[src/rtl/clock_pkg.sv]
// Shared types and constants for the time-set controller and its BCD field adjuster.
package clock_pkg;

    // Controller modes: free-running, or editing one of the three fields.
    typedef enum logic [1:0] {
        RUN     = 2'd0,
        SET_HR  = 2'd1,
        SET_MIN = 2'd2,
        SET_SEC = 2'd3
    } state_t;

    // Width of one BCD digit.
    localparam int BCD_W = 4;

    // Wrap points of the two kinds of field.
    localparam int HR_MAX = 23;
    localparam int MS_MAX = 59;

    // Per-digit limits derived from the wrap points.
    localparam logic [BCD_W-1:0] HR_MAX_TENS = BCD_W'(HR_MAX / 10);
    localparam logic [BCD_W-1:0] HR_MAX_ONES = BCD_W'(HR_MAX % 10);
    localparam logic [BCD_W-1:0] MS_MAX_TENS = BCD_W'(MS_MAX / 10);
    localparam logic [BCD_W-1:0] MS_MAX_ONES = BCD_W'(MS_MAX % 10);

    // True when a two-digit BCD value is legal and no greater than max_tens:max_ones.
    function automatic logic bcd_in_range(
        input logic [BCD_W-1:0] tens,
        input logic [BCD_W-1:0] ones,
        input logic [BCD_W-1:0] max_tens,
        input logic [BCD_W-1:0] max_ones
    );
        logic ok;
        ok = (ones <= 4'd9) && (tens <= max_tens);
        if (tens == max_tens) begin
            ok = ok && (ones <= max_ones);
        end
        return ok;
    endfunction

endpackage

[src/rtl/bcd_field_adj.sv]
// Combinational +1 / -1 of a two-digit BCD field with wrap at 00 and at max.
// An out-of-range input is forced to 00 by the first adjustment.
module bcd_field_adj
    import clock_pkg::*;
(
    input  logic [BCD_W-1:0] tens,
    input  logic [BCD_W-1:0] ones,
    input  logic             inc,
    input  logic             dec,
    input  logic [BCD_W-1:0] max_tens,
    input  logic [BCD_W-1:0] max_ones,
    output logic [BCD_W-1:0] tens_adj,
    output logic [BCD_W-1:0] ones_adj
);

    // Compute the adjusted field; pass through unchanged unless exactly one of inc/dec is set.
    always_comb begin
        // NOTE: every output gets a default first so no path leaves it unassigned (no latch).
        tens_adj = tens;
        ones_adj = ones;
        if (inc ^ dec) begin
            if (!bcd_in_range(tens, ones, max_tens, max_ones)) begin
                tens_adj = '0;
                ones_adj = '0;
            end else if (inc) begin
                if (tens == max_tens && ones == max_ones) begin
                    tens_adj = '0;
                    ones_adj = '0;
                end else if (ones == 4'd9) begin
                    tens_adj = tens + 4'd1;
                    ones_adj = '0;
                end else begin
                    ones_adj = ones + 4'd1;
                end
            end else begin
                if (tens == 4'd0 && ones == 4'd0) begin
                    tens_adj = max_tens;
                    ones_adj = max_ones;
                end else if (ones == 4'd0) begin
                    tens_adj = tens - 4'd1;
                    ones_adj = 4'd9;
                end else begin
                    ones_adj = ones - 4'd1;
                end
            end
        end
    end

endmodule

[src/rtl/clock_set_ctrl.sv]
// Time-set controller: sequences the hh:mm:ss counter between free-running and a
// three-field edit mode, and issues a one-cycle parallel load when editing ends.
module clock_set_ctrl
    import clock_pkg::*;
(
    input  logic             clk,
    input  logic             reset,
    input  logic             tick_1s,
    input  logic             mode_btn,
    input  logic             inc_btn,
    input  logic             dec_btn,
    input  logic [BCD_W-1:0] cur_sec_ones,
    input  logic [BCD_W-1:0] cur_sec_tens,
    input  logic [BCD_W-1:0] cur_min_ones,
    input  logic [BCD_W-1:0] cur_min_tens,
    input  logic [BCD_W-1:0] cur_hr_ones,
    input  logic [BCD_W-1:0] cur_hr_tens,
    output logic             run_en,
    output logic             load,
    output logic [BCD_W-1:0] load_sec_ones,
    output logic [BCD_W-1:0] load_sec_tens,
    output logic [BCD_W-1:0] load_min_ones,
    output logic [BCD_W-1:0] load_min_tens,
    output logic [BCD_W-1:0] load_hr_ones,
    output logic [BCD_W-1:0] load_hr_tens,
    output logic [2:0]       edit_sel,
    output logic             blink
);

    state_t state;
    state_t next_state;

    logic mode_q;
    logic inc_q;
    logic dec_q;
    logic btn_armed;

    logic mode_edge;
    logic inc_edge;
    logic dec_edge;
    logic adj_en;
    logic adj_inc;
    logic adj_dec;
    logic capture;
    logic load_next;

    logic [BCD_W-1:0] hr_tens_adj;
    logic [BCD_W-1:0] hr_ones_adj;
    logic [BCD_W-1:0] min_tens_adj;
    logic [BCD_W-1:0] min_ones_adj;
    logic [BCD_W-1:0] sec_tens_adj;
    logic [BCD_W-1:0] sec_ones_adj;

    // Previous button levels. The arm flag stays low for the first clock after reset so
    // that a button already held through reset release is sampled without producing an edge.
    always_ff @(posedge clk or posedge reset) begin
        if (reset) begin
            // NOTE: sequential state uses non-blocking assignments so every register
            // samples pre-edge values regardless of statement order.
            mode_q    <= 1'b0;
            inc_q     <= 1'b0;
            dec_q     <= 1'b0;
            btn_armed <= 1'b0;
        end else begin
            mode_q    <= mode_btn;
            inc_q     <= inc_btn;
            dec_q     <= dec_btn;
            btn_armed <= 1'b1;
        end
    end

    assign mode_edge = btn_armed & mode_btn & ~mode_q;
    assign inc_edge  = btn_armed & inc_btn  & ~inc_q;
    assign dec_edge  = btn_armed & dec_btn  & ~dec_q;

    // A field adjusts only in edit mode, with no mode edge, and with exactly one of inc/dec.
    assign adj_en  = (state != RUN) & ~mode_edge & (inc_edge ^ dec_edge);
    assign adj_inc = adj_en & inc_edge;
    assign adj_dec = adj_en & dec_edge;
    assign capture = (state == RUN) & mode_edge;

    // State register.
    always_ff @(posedge clk or posedge reset) begin
        if (reset) begin
            state <= RUN;
        end else begin
            state <= next_state;
        end
    end

    // Next-state and load-request decode; mode edges step RUN->HR->MIN->SEC->RUN.
    always_comb begin
        next_state = state;
        load_next  = 1'b0;
        if (mode_edge) begin
            case (state)
                RUN:     next_state = SET_HR;
                SET_HR:  next_state = SET_MIN;
                SET_MIN: next_state = SET_SEC;
                SET_SEC: begin
                    next_state = RUN;
                    load_next  = 1'b1;
                end
                default: next_state = RUN;
            endcase
        end
    end

    // Field-select decode and counter enable, both straight from registered state.
    always_comb begin
        edit_sel = 3'b000;
        case (state)
            SET_HR:  edit_sel = 3'b100;
            SET_MIN: edit_sel = 3'b010;
            SET_SEC: edit_sel = 3'b001;
            default: edit_sel = 3'b000;
        endcase
        run_en = tick_1s & (state == RUN) & ~load;
    end

    bcd_field_adj u_hr_adj (
        .tens     (load_hr_tens),
        .ones     (load_hr_ones),
        .inc      (adj_inc & (state == SET_HR)),
        .dec      (adj_dec & (state == SET_HR)),
        .max_tens (HR_MAX_TENS),
        .max_ones (HR_MAX_ONES),
        .tens_adj (hr_tens_adj),
        .ones_adj (hr_ones_adj)
    );

    bcd_field_adj u_min_adj (
        .tens     (load_min_tens),
        .ones     (load_min_ones),
        .inc      (adj_inc & (state == SET_MIN)),
        .dec      (adj_dec & (state == SET_MIN)),
        .max_tens (MS_MAX_TENS),
        .max_ones (MS_MAX_ONES),
        .tens_adj (min_tens_adj),
        .ones_adj (min_ones_adj)
    );

    bcd_field_adj u_sec_adj (
        .tens     (load_sec_tens),
        .ones     (load_sec_ones),
        .inc      (adj_inc & (state == SET_SEC)),
        .dec      (adj_dec & (state == SET_SEC)),
        .max_tens (MS_MAX_TENS),
        .max_ones (MS_MAX_ONES),
        .tens_adj (sec_tens_adj),
        .ones_adj (sec_ones_adj)
    );

    // Edit registers: capture the live time on entry to edit mode, then follow the adjusters.
    always_ff @(posedge clk or posedge reset) begin
        if (reset) begin
            load_hr_tens  <= '0;
            load_hr_ones  <= '0;
            load_min_tens <= '0;
            load_min_ones <= '0;
            load_sec_tens <= '0;
            load_sec_ones <= '0;
        end else if (capture) begin
            load_hr_tens  <= cur_hr_tens;
            load_hr_ones  <= cur_hr_ones;
            load_min_tens <= cur_min_tens;
            load_min_ones <= cur_min_ones;
            load_sec_tens <= cur_sec_tens;
            load_sec_ones <= cur_sec_ones;
        end else if (state != RUN) begin
            load_hr_tens  <= hr_tens_adj;
            load_hr_ones  <= hr_ones_adj;
            load_min_tens <= min_tens_adj;
            load_min_ones <= min_ones_adj;
            load_sec_tens <= sec_tens_adj;
            load_sec_ones <= sec_ones_adj;
        end
    end

    // One-cycle load strobe, raised by the mode edge that leaves SET_SEC.
    always_ff @(posedge clk or posedge reset) begin
        if (reset) begin
            load <= 1'b0;
        end else begin
            load <= load_next;
        end
    end

    // Blink phase: toggles per tick while editing, cleared in RUN and on any adjustment.
    always_ff @(posedge clk or posedge reset) begin
        if (reset) begin
            blink <= 1'b0;
        end else if (state == RUN || next_state == RUN || adj_en) begin
            blink <= 1'b0;
        end else if (tick_1s) begin
            blink <= ~blink;
        end
    end

endmodule
[config.mk]
export PLATFORM = sky130hd
export DESIGN_NAME = clock_set_ctrl
export DESIGN_NICKNAME = d
export VERILOG_FILES = /design/src/rtl/clock_pkg.sv /design/src/rtl/bcd_field_adj.sv /design/src/rtl/clock_set_ctrl.sv
export SDC_FILE = /design/constraint.sdc
export NUM_CORES = 1
export LEC_CHECK = 0
export BUFFER_PORTS_ARGS = -buffer_cell sky130_fd_sc_hd__buf_2
export CAP_MARGIN = 20
export CORE_AREA = 2 2 85 87
export DETAILED_ROUTE_END_ITERATION = 8
export DIE_AREA = 0 0 87 89
export GPL_ROUTABILITY_DRIVEN = 0
export SLEW_MARGIN = 15
export SYNTH_ARGS = -nofsm -noshare
export SYNTH_HDL_FRONTEND = slang
export SYNTH_SLANG_ARGS = --single-unit
[constraint.sdc]
create_clock -name clk -period 3.6 [get_ports clk]
set_input_delay 0.72 -clock clk [delete_from_list [all_inputs] [get_ports clk]]
set_output_delay 0.72 -clock clk [all_outputs]
set_load 0.1 [all_outputs]
Word level (Yosys, flattened, before mapping). Index checks and enable logic that the tools add are counted.

Flip-flop bits (word level): 32. Output and inout port bits: 30.

Bitwise operators: 29. Magnitude comparators: 7. Reduce and logical (&&, ||, !) cells: 34. Eq/ne operators: 16. Mux-type cells: 67. Add/subtract/negate cells: 12.

Operators with widths (number): $mux 4 (54); $add 4x1->4 const B (6); $logic_not 4->1 (6); $sub 4x1->4 const B (6); $and 1x1->1 (19); $ne 5x4->1 const B (3); $ne 5x5->1 const B (3); $eq 4x4->1 const B (3); $le 4x4->1 const B (3); $logic_and 1x1->1 (12); $reduce_and 4->1 (3); $reduce_bool 2->1 (6); $mux 1 (10); $pmux 3 s3 (1); $eq 4x2->1 const B (2); $eq 4x3->1 const B (2); $le 4x2->1 const B (2); $le 4x3->1 const B (2); $pmux 2 s4 (1); $not 1->1 (6); $reduce_and 2->1 (3); $eq 2x2->1 const B (2); $logic_not 2->1 (2); $xor 1x1->1 (4); 3 further kinds (4).

Logic depth before layout (Yosys ltp). Gate-level depths: netlist of run 1.

Depth after elaboration: 13. Depth in mapped cells: 9. Depth with buffers taken out: 8.

Cells and area by module. A second synthesis of run 1 with hierarchy kept.

Cells, all modules: 485. Area, all modules: 4045.1 um^2.

By module, submodules not included: bcd_field_adj (cells an instance 112, area each 833.3 um^2, times used 3, seq. area each 0.0 um^2); clock_set_ctrl (cells an instance 149, area each 1545.2 um^2, times used 1, seq. area each 800.8 um^2).

Worst setup path after synthesis of run 1. No wires, ideal clock.

Kind: register -> output. Start point: reg load. End point: out run_en. Cell stages (with the launch flop): 2. Setup slack: 736 ps. Data arrival time: 2144 ps. Cell sequence: dfrtp_1 > nor2_1.

Cells in the longest elaborated chain, start to end: 2.

Ends and longest elaborated chain: start: declaration (RTL line clock_set_ctrl.sv:19) `output logic load,`; start signal: assignment (RTL line clock_set_ctrl.sv:185) `load <= load_next;`; $not 1->1 (RTL line clock_set_ctrl.sv:118) `run_en = tick_1s & (state == RUN) & ~load;`; $and 1x1->1 (RTL line clock_set_ctrl.sv:118); end: declaration (RTL line clock_set_ctrl.sv:18) `output logic run_en,`.

No other way between the ends.

Final worst setup path of run 1.
Start point: reg state[0]. End point: reg load_min_tens[3].

Cells in the longest elaborated chain, start to end: 10. Elaborated cells on any way between the ends: 21. Classes of those cells: eq/ne (3); mux (5); bitwise (8); reduce/logical (5).

Ends and longest elaborated chain: start: declaration (RTL line clock_set_ctrl.sv:30) `state_t state;`; start signal: assignment (RTL line clock_set_ctrl.sv:87) `state <= next_state;`; $reduce_bool 2->1 (RTL line clock_set_ctrl.sv:77, clock_set_ctrl.sv:170); $and 1x1->1 (2 in a row) (RTL line clock_set_ctrl.sv:77) `assign adj_en = (state != RUN) & ~mode_edge & (inc_edge ^ dec_edge);`; $and 1x1->1 (RTL line clock_set_ctrl.sv:78) `assign adj_inc = adj_en & inc_edge;`; $and 1x1->1 (RTL line clock_set_ctrl.sv:135) `.inc (adj_inc & (state == SET_MIN)),`; $mux 4 (RTL line bcd_field_adj.sv:25) `end else if (inc) begin`; $mux 4 (RTL line bcd_field_adj.sv:22) `if (!bcd_in_range(tens, ones, max_tens, max_ones)) begin`; $mux 4 (RTL line bcd_field_adj.sv:21) `if (inc ^ dec) begin`; $mux 4 (RTL line clock_set_ctrl.sv:170) `end else if (state != RUN) begin`; $mux 4 (RTL line clock_set_ctrl.sv:163) `end else if (capture) begin`; end signal: assignment (RTL line clock_set_ctrl.sv:166) `load_min_tens <= cur_min_tens;`; end signal: assignment (RTL line clock_set_ctrl.sv:173) `load_min_tens <= min_tens_adj;`; end: declaration (RTL line clock_set_ctrl.sv:23) `output logic [BCD_W-1:0] load_min_tens,`.

Several ways; a longest one is shown, not always the timed one. The select of a mux whose other input is x is not followed. A chain may end at the register's enable or synchronous reset.

==> results of run 1 <==
[metrics by stage]
stage | utilization, % | cell area, sq um | setup slack, ns | instances | hold WS (ns)
after detailed placement | 44.6 | 2990 | 0.786 | 429 | 0.596
after global routing | 46.2 | 3100 | 0.503 | 437 | 0.536
after CTS | 46.2 | 3100 | 0.810 | 437 | 0.524
after global placement | 44.6 | 2990 | 0.834 | 429 | 0.603
after floorplan | - | 2640 | 0.736 | 304 | 0.562
final | 46.2 | 3100 | 0.766 | 437 | 0.501
[registers in the layout, indices dropped and copies added (netlist names)]
signal,flops
blink,1
btn_armed,1
dec_q,1
inc_q,1
load,1
load_hr_ones,4
load_hr_tens,4
load_min_ones,4
load_min_tens,4
load_sec_ones,4
load_sec_tens,4
mode_q,1
state,2
[critical path: cells and delay by family (launching register included)]
kind,cells,cell delay (ns)
AOI/OAI and AO/OA,1,0.30
adders and majority gates,1,0.27
buffers and inverters,2,0.35
DFF,1,0.43
muxes,1,0.32
and+or+nand+nor,3,1.04
[placed cells by master (no fill, tap or decap), drive strengths merged, types with 5 or more instances in the layout]
| cell | count |
|---|---|
| clkbuf | 6 |
| a31oi | 11 |
| a221o | 6 |
| dfrtp | 32 |
| nand2 | 24 |
| o211ai | 6 |
| a22oi | 8 |
| nor3 | 10 |
| ha | 18 |
| nand3 | 9 |
| a21oi | 15 |
| mux2i | 8 |
| mux2 | 5 |
| inv | 17 |
| nor3b | 5 |
| xnor2 | 5 |
| nor2 | 16 |
| or3 | 5 |
| buf | 62 |
| o21ai | 12 |
| nor4 | 5 |
[area by class of cell]
type	instances	area share, %
Sequential cell	32	25.8
Inverter	17	2.06
Timing Repair Buffer	62	10.2
Tap cell	80	3.23
Multi-Input combinational cell	238	55.2
Clock buffer	6	2.34
Clock inverter	2	1.13
[per-layer routing]
metal,vias to the layer above,routed length [microns],GRT usage (%)
li1,1262,-,-
met3,8,357,3.69
met4,0,70,5.82
met1,1173,3460,27.4
met5,-,0,0
met2,77,3150,28.9
[synthesized netlist by cell type, types with 3 or more instances]
cell type and n:
o21ai_0 11, a31oi_1 10, a22oi_1 8, nor4_1 5
nor2_1 16, a211oi_1 3, nand2b_1 4, nor2b_1 4
ha_1 18, nand4_1 3, nand2_1 24, and2_1 4
inv_1 17, o211ai_1 6, nor3b_1 5, dfrtp_1 32
mux2i_1 8, a221o_1 6, nor3_1 10, nand3_1 9
a41oi_1 3, or3_1 5, clkbuf_1 14, a21oi_1 15
or4_1 3, mux2_2 5, buf_2 3, xnor2_1 5
[worst paths after layout]
check                           slack (ns)  depth (start not counted)               end  startpoint
worst max-delay path                  0.77                          8  load_min_tens[3]    state[0]
worst min-delay path                  0.50                          3  load_min_ones[2]       reset
worst max register to register        0.77                          8  load_min_tens[3]    state[0]
worst min register to register        0.61                          2              load      mode_q
max in group asynchronous             2.76                          3  load_sec_tens[0]       reset
min in group clk                      0.54                          1             inc_q     inc_btn
[kinds of logic (layout without fill, tap and decap cells)]
logic type | Yosys count | in the layout | share of synthesized area [%]
AND/OR/NAND/NOR | 105 | 105 | 21.8
AO/OA/AOI/OAI | 95 | 95 | 27.2
buffers and inverters | 34 | 87 | 4.97
flip-flops | 32 | 32 | 30.3
adder cells (fa/ha/maj) | 18 | 18 | 8.52
multiplexers | 13 | 13 | 5.16
XOR/XNOR | 6 | 6 | 1.99
other | 1 | 1 | 0.142
==> flow_summary.json, run 1 <==
{
  "syn-cell-area_sq_mm": 0.00264,
  "die_width_microns": 87,
  "cts_setup_buffers": 0,
  "synth.avg_cell_area_sq_um": 8.70,
  "crit_fanout": 5,
  "rsz0062_at_grt": "no",
  "wl_per_cell_microns": 16.1,
  "postSynthCellCount": 304,
  "synth.top_cell.area_share_pct": 30.3,
  "multi_input_area_sq_mm": 0.00171,
  "crit_path_start_kind": "register",
  "post-route-drc-count": 0,
  "grt_pass1_vias": 2424,
  "yosysWarningCount": 0,
  "synth_cell_types": 67,
  "ant_nets": 0,
  "synth-seq-area-share_pct": 30.3,
  "clk_path_buf_depth": 2,
  "finalHoldViolCount": 0,
  "num_antenna_cells": 0,
  "cts-resized-gates": 0,
  "drv_slew": 0,
  "slowest_stage": "nor4_1",
  "synth_top_flop_cell": "dfrtp_1",
  "skew_ns": 0.0107,
  "worstPathArrival_ns": 3.02,
  "io_buffers": 59,
  "max_stage_delay_ns": 0.66,
  "vias": 2520,
  "ff_latch_area_sq_um": 801,
  "clk_pin_slew_worst_paths_ns": 0.08,
  "dr.pass1.iters": 5,
  "synth-seq-cells": 32,
  "worst_slew_pin_slew_ns": 0.746,
  "synth-edff-count": 0,
  "endpoint_kind": "register",
  "io_pins": 60,
  "layout.nets": 404,
  "fin_crit_sh_pct": 78.7,
  "synth_nets": 352,
  "critPathMostFrequentCell": "inv_1",
  "via_per_inst": 5.77,
  "die_area_sq_mm": 0.00774,
  "antenna_found_initial": 0,
  "cts_buffers": 5,
  "required_ns": 3.78,
  "finalWirelength_microns": 7040,
  "layout_min_cycle_time_ns": 2.83,
  "rows": 30,
  "drtIter0Drc": 145,
  "grt_max_degree": 33,
  "clock_latency_ns": 0.29,
  "hold_class": "in -> async",
  "start_util_pct": 39.3,
  "crit_chain": "inv_1, ha_1, and4b_1, nor4_1, inv_1, a211oi_2, nor2_1, mux2_2",
  "drive_above_1_share_pct": 23.2,
  "maxCapViolCount": 0,
  "yosys.area.top_type": "dfrtp_1",
  "htree_levels": 2,
  "tns_ns": 0,
  "grt_usage_pct": 19.1,
  "area_growth_pct": 17.3,
  "dpl.hpwl_microns": 5080,
  "fp.dieH_microns": 89,
  "cts_tree": "yes",
  "max_slew_margin_pct": 49.8,
  "overflow": 0,
  "run_status": "complete, no violations",
  "cts_root_buf": "clkbuf_8",
  "fill_cells": 669,
  "cts.sinks": 32,
  "synth.area.top_cells": "dfrtp_1, ha_1, nand2_1, mux2i_1, a21oi_1",
  "critPathKind": "reg -> reg",
  "grt_pass1_wl_microns": 11800,
  "core_area_sq_mm": 0.00672,
  "fmax_ghz": 0.353,
  "setup_violations": 0,
  "ctsHoldBuffers": 0,
  "async_reset_ff_share_pct": 100
}
Power of run 1 is left out: the tool's default activity adds up to more than one toggle a clock period on the data nets, which glitch-free logic cannot reach.
==> run 2, diff against run 1 <==
==> constraint.sdc (replaced) <==
create_clock -name clk -period 2.68 [get_ports clk]
set_input_delay 0.536 -clock clk [delete_from_list [all_inputs] [get_ports clk]]
set_output_delay 0.536 -clock clk [all_outputs]
set_load 0.1 [all_outputs]
==> run 2 against run 1 <==
Effect of this change:
- clock skew is 0.0070 ns lower
- via count is 5.4% higher
- flip-flop and latch count did not move
- final cell count up 2.7%
- core utilization increased by 1.7 points
==> flow_summary.json, run 2 (synthesis gave the netlist of run 1 again) <==
{
  "drive_above_1_share_pct": 27.4,
  "worst_slew_pin_slew_ns": 0.666,
  "worstPathArrival_ns": 2.57,
  "rows": 30,
  "cts_buffers": 5,
  "clk_pin_slew_worst_paths_ns": 0.07,
  "whs_ns": 0.322,
  "io_pins": 60,
  "r2r_end": "load_min_tens[0]",
  "num_antenna_cells": 0,
  "fmax_ghz": 0.417,
  "tns_ns": 0,
  "grt_pass1_vias": 2488,
  "critPathKind": "reg -> reg",
  "start_util_pct": 39.3,
  "crit_fanout": 5,
  "setup_violations": 0,
  "cts_setup_buffers": 0,
  "slowest_stage": "dfrtp_1",
  "crit_chain": "inv_1, ha_1, and4b_1, nor4_1, inv_1, a211oi_2, nor2_1, buf_4, mux2i_1",
  "hold_class": "in -> async",
  "antenna_found_initial": 0,
  "maxCapViolCount": 0,
  "placedCellCount": 441,
  "grt_usage_pct": 19.2,
  "layout_min_cycle_time_ns": 2.40,
  "drtIter0Drc": 162,
  "layout.nets": 416,
  "crit_path_start_kind": "register",
  "htree_levels": 2,
  "via_per_inst": 5.92,
  "cts.sinks": 32,
  "grt_pass1_wl_microns": 12000,
  "area_growth_pct": 21.5,
  "timing.rr.start": "state[0]",
  "core_area_sq_mm": 0.00672,
  "required_ns": 2.85,
  "endpoint_kind": "register",
  "dr.pass1.iters": 4,
  "finalHoldViolCount": 0,
  "skew_ns": 0.00377,
  "crit_family": "simple AND/OR/NAND/NOR gates",
  "crit_buf_inv": 3,
  "grt_max_degree": 33,
  "wl_per_cell_microns": 15.7,
  "fp.dieH_microns": 89,
  "overflow": 0,
  "finalNonFillerCells": 449,
  "rsz0062_at_grt": "no",
  "rr_worst_depth": 9,
  "clk_path_buf_depth": 2,
  "cts_tree": "yes",
  "die_width_microns": 87,
  "io_buffers": 59,
  "ctsHoldBuffers": 0,
  "clock_latency_ns": 0.29,
  "max_slew_margin_pct": 55.2,
  "ant_nets": 0,
  "die_area_sq_mm": 0.00774,
  "run_status": "complete, no violations",
  "layout.cells.most_common": "buf_2",
  "cts-resized-gates": 0,
  "max_stage_delay_ns": 0.42,
  "vias": 2657,
  "wl_met3_microns": 364,
  "post-route-drc-count": 0,
  "drv_slew": 0,
  "mostFrequentLayoutCells": "buf_2, dfrtp_1, nand2_1",
  "r2r_slack_ns": 0.28,
  "cts_root_buf": "clkbuf_8",
  "finalWirelength_microns": 7060,
  "critPathMostFrequentCell": "inv_1",
  "met1Wirelength_microns": 3290,
  "fin_crit_sh_pct": 89.6,
  "met2WireLength_microns": 3330,
  "routed.top_layer": "met4",
  "dpl.hpwl_microns": 5190
}
[run 2: layout make-up]
type,instances,area (sq um)
sequential,32,806
timing repair buffer,74,420
multi-input combinational,238,1720
clock buffer,6,72.6
fill,640,3510
tap,80,100
clock inverter,2,35.0
inverter,17,63.8
[run 2: per-stage QoR]
stage / setup WS, ns / util (%) / cell area [sq um]
after floorplan: 0.0000933 / - / 2650
after global placement: 0.304 / 46.2 / 3100
after detailed placement: 0.208 / 46.2 / 3100
after CTS: 0.208 / 47.8 / 3210
after global routing: 0.0337 / 47.8 / 3210
final: 0.279 / 47.8 / 3210
[run 2: per-layer routing]
metal / vias to the layer above / global-route usage, %
met2: 85 / 30.4
met4: 0 / 5.82
li1: 1286 / -
met3: 6 / 2.95
met1: 1280 / 27.0
met5: - / 0
[run 2: worst max path at each step]
stage / start / end / depth (start not counted)
CTS: state[0] / load_hr_tens[3] / 8
global placement: state[0] / load_sec_tens[3] / 8
finish: state[0] / load_min_tens[0] / 9
global route: state[0] / load_min_tens[0] / 9
detailed placement: state[0] / load_hr_tens[3] / 8
floorplan: load / run_en / 1
[run 2: worst register-to-register path: stages, from the launching register on]
cell and delay [ns]:
dfrtp_1 0.42, inv_1 0.11, ha_1 0.27, and4b_1 0.24, nor4_1 0.38, inv_1 0.17, a211oi_2 0.29, nor2_1 0.13
buf_4 0.16, mux2i_1 0.11
Power of run 2 is left out for the same reason.
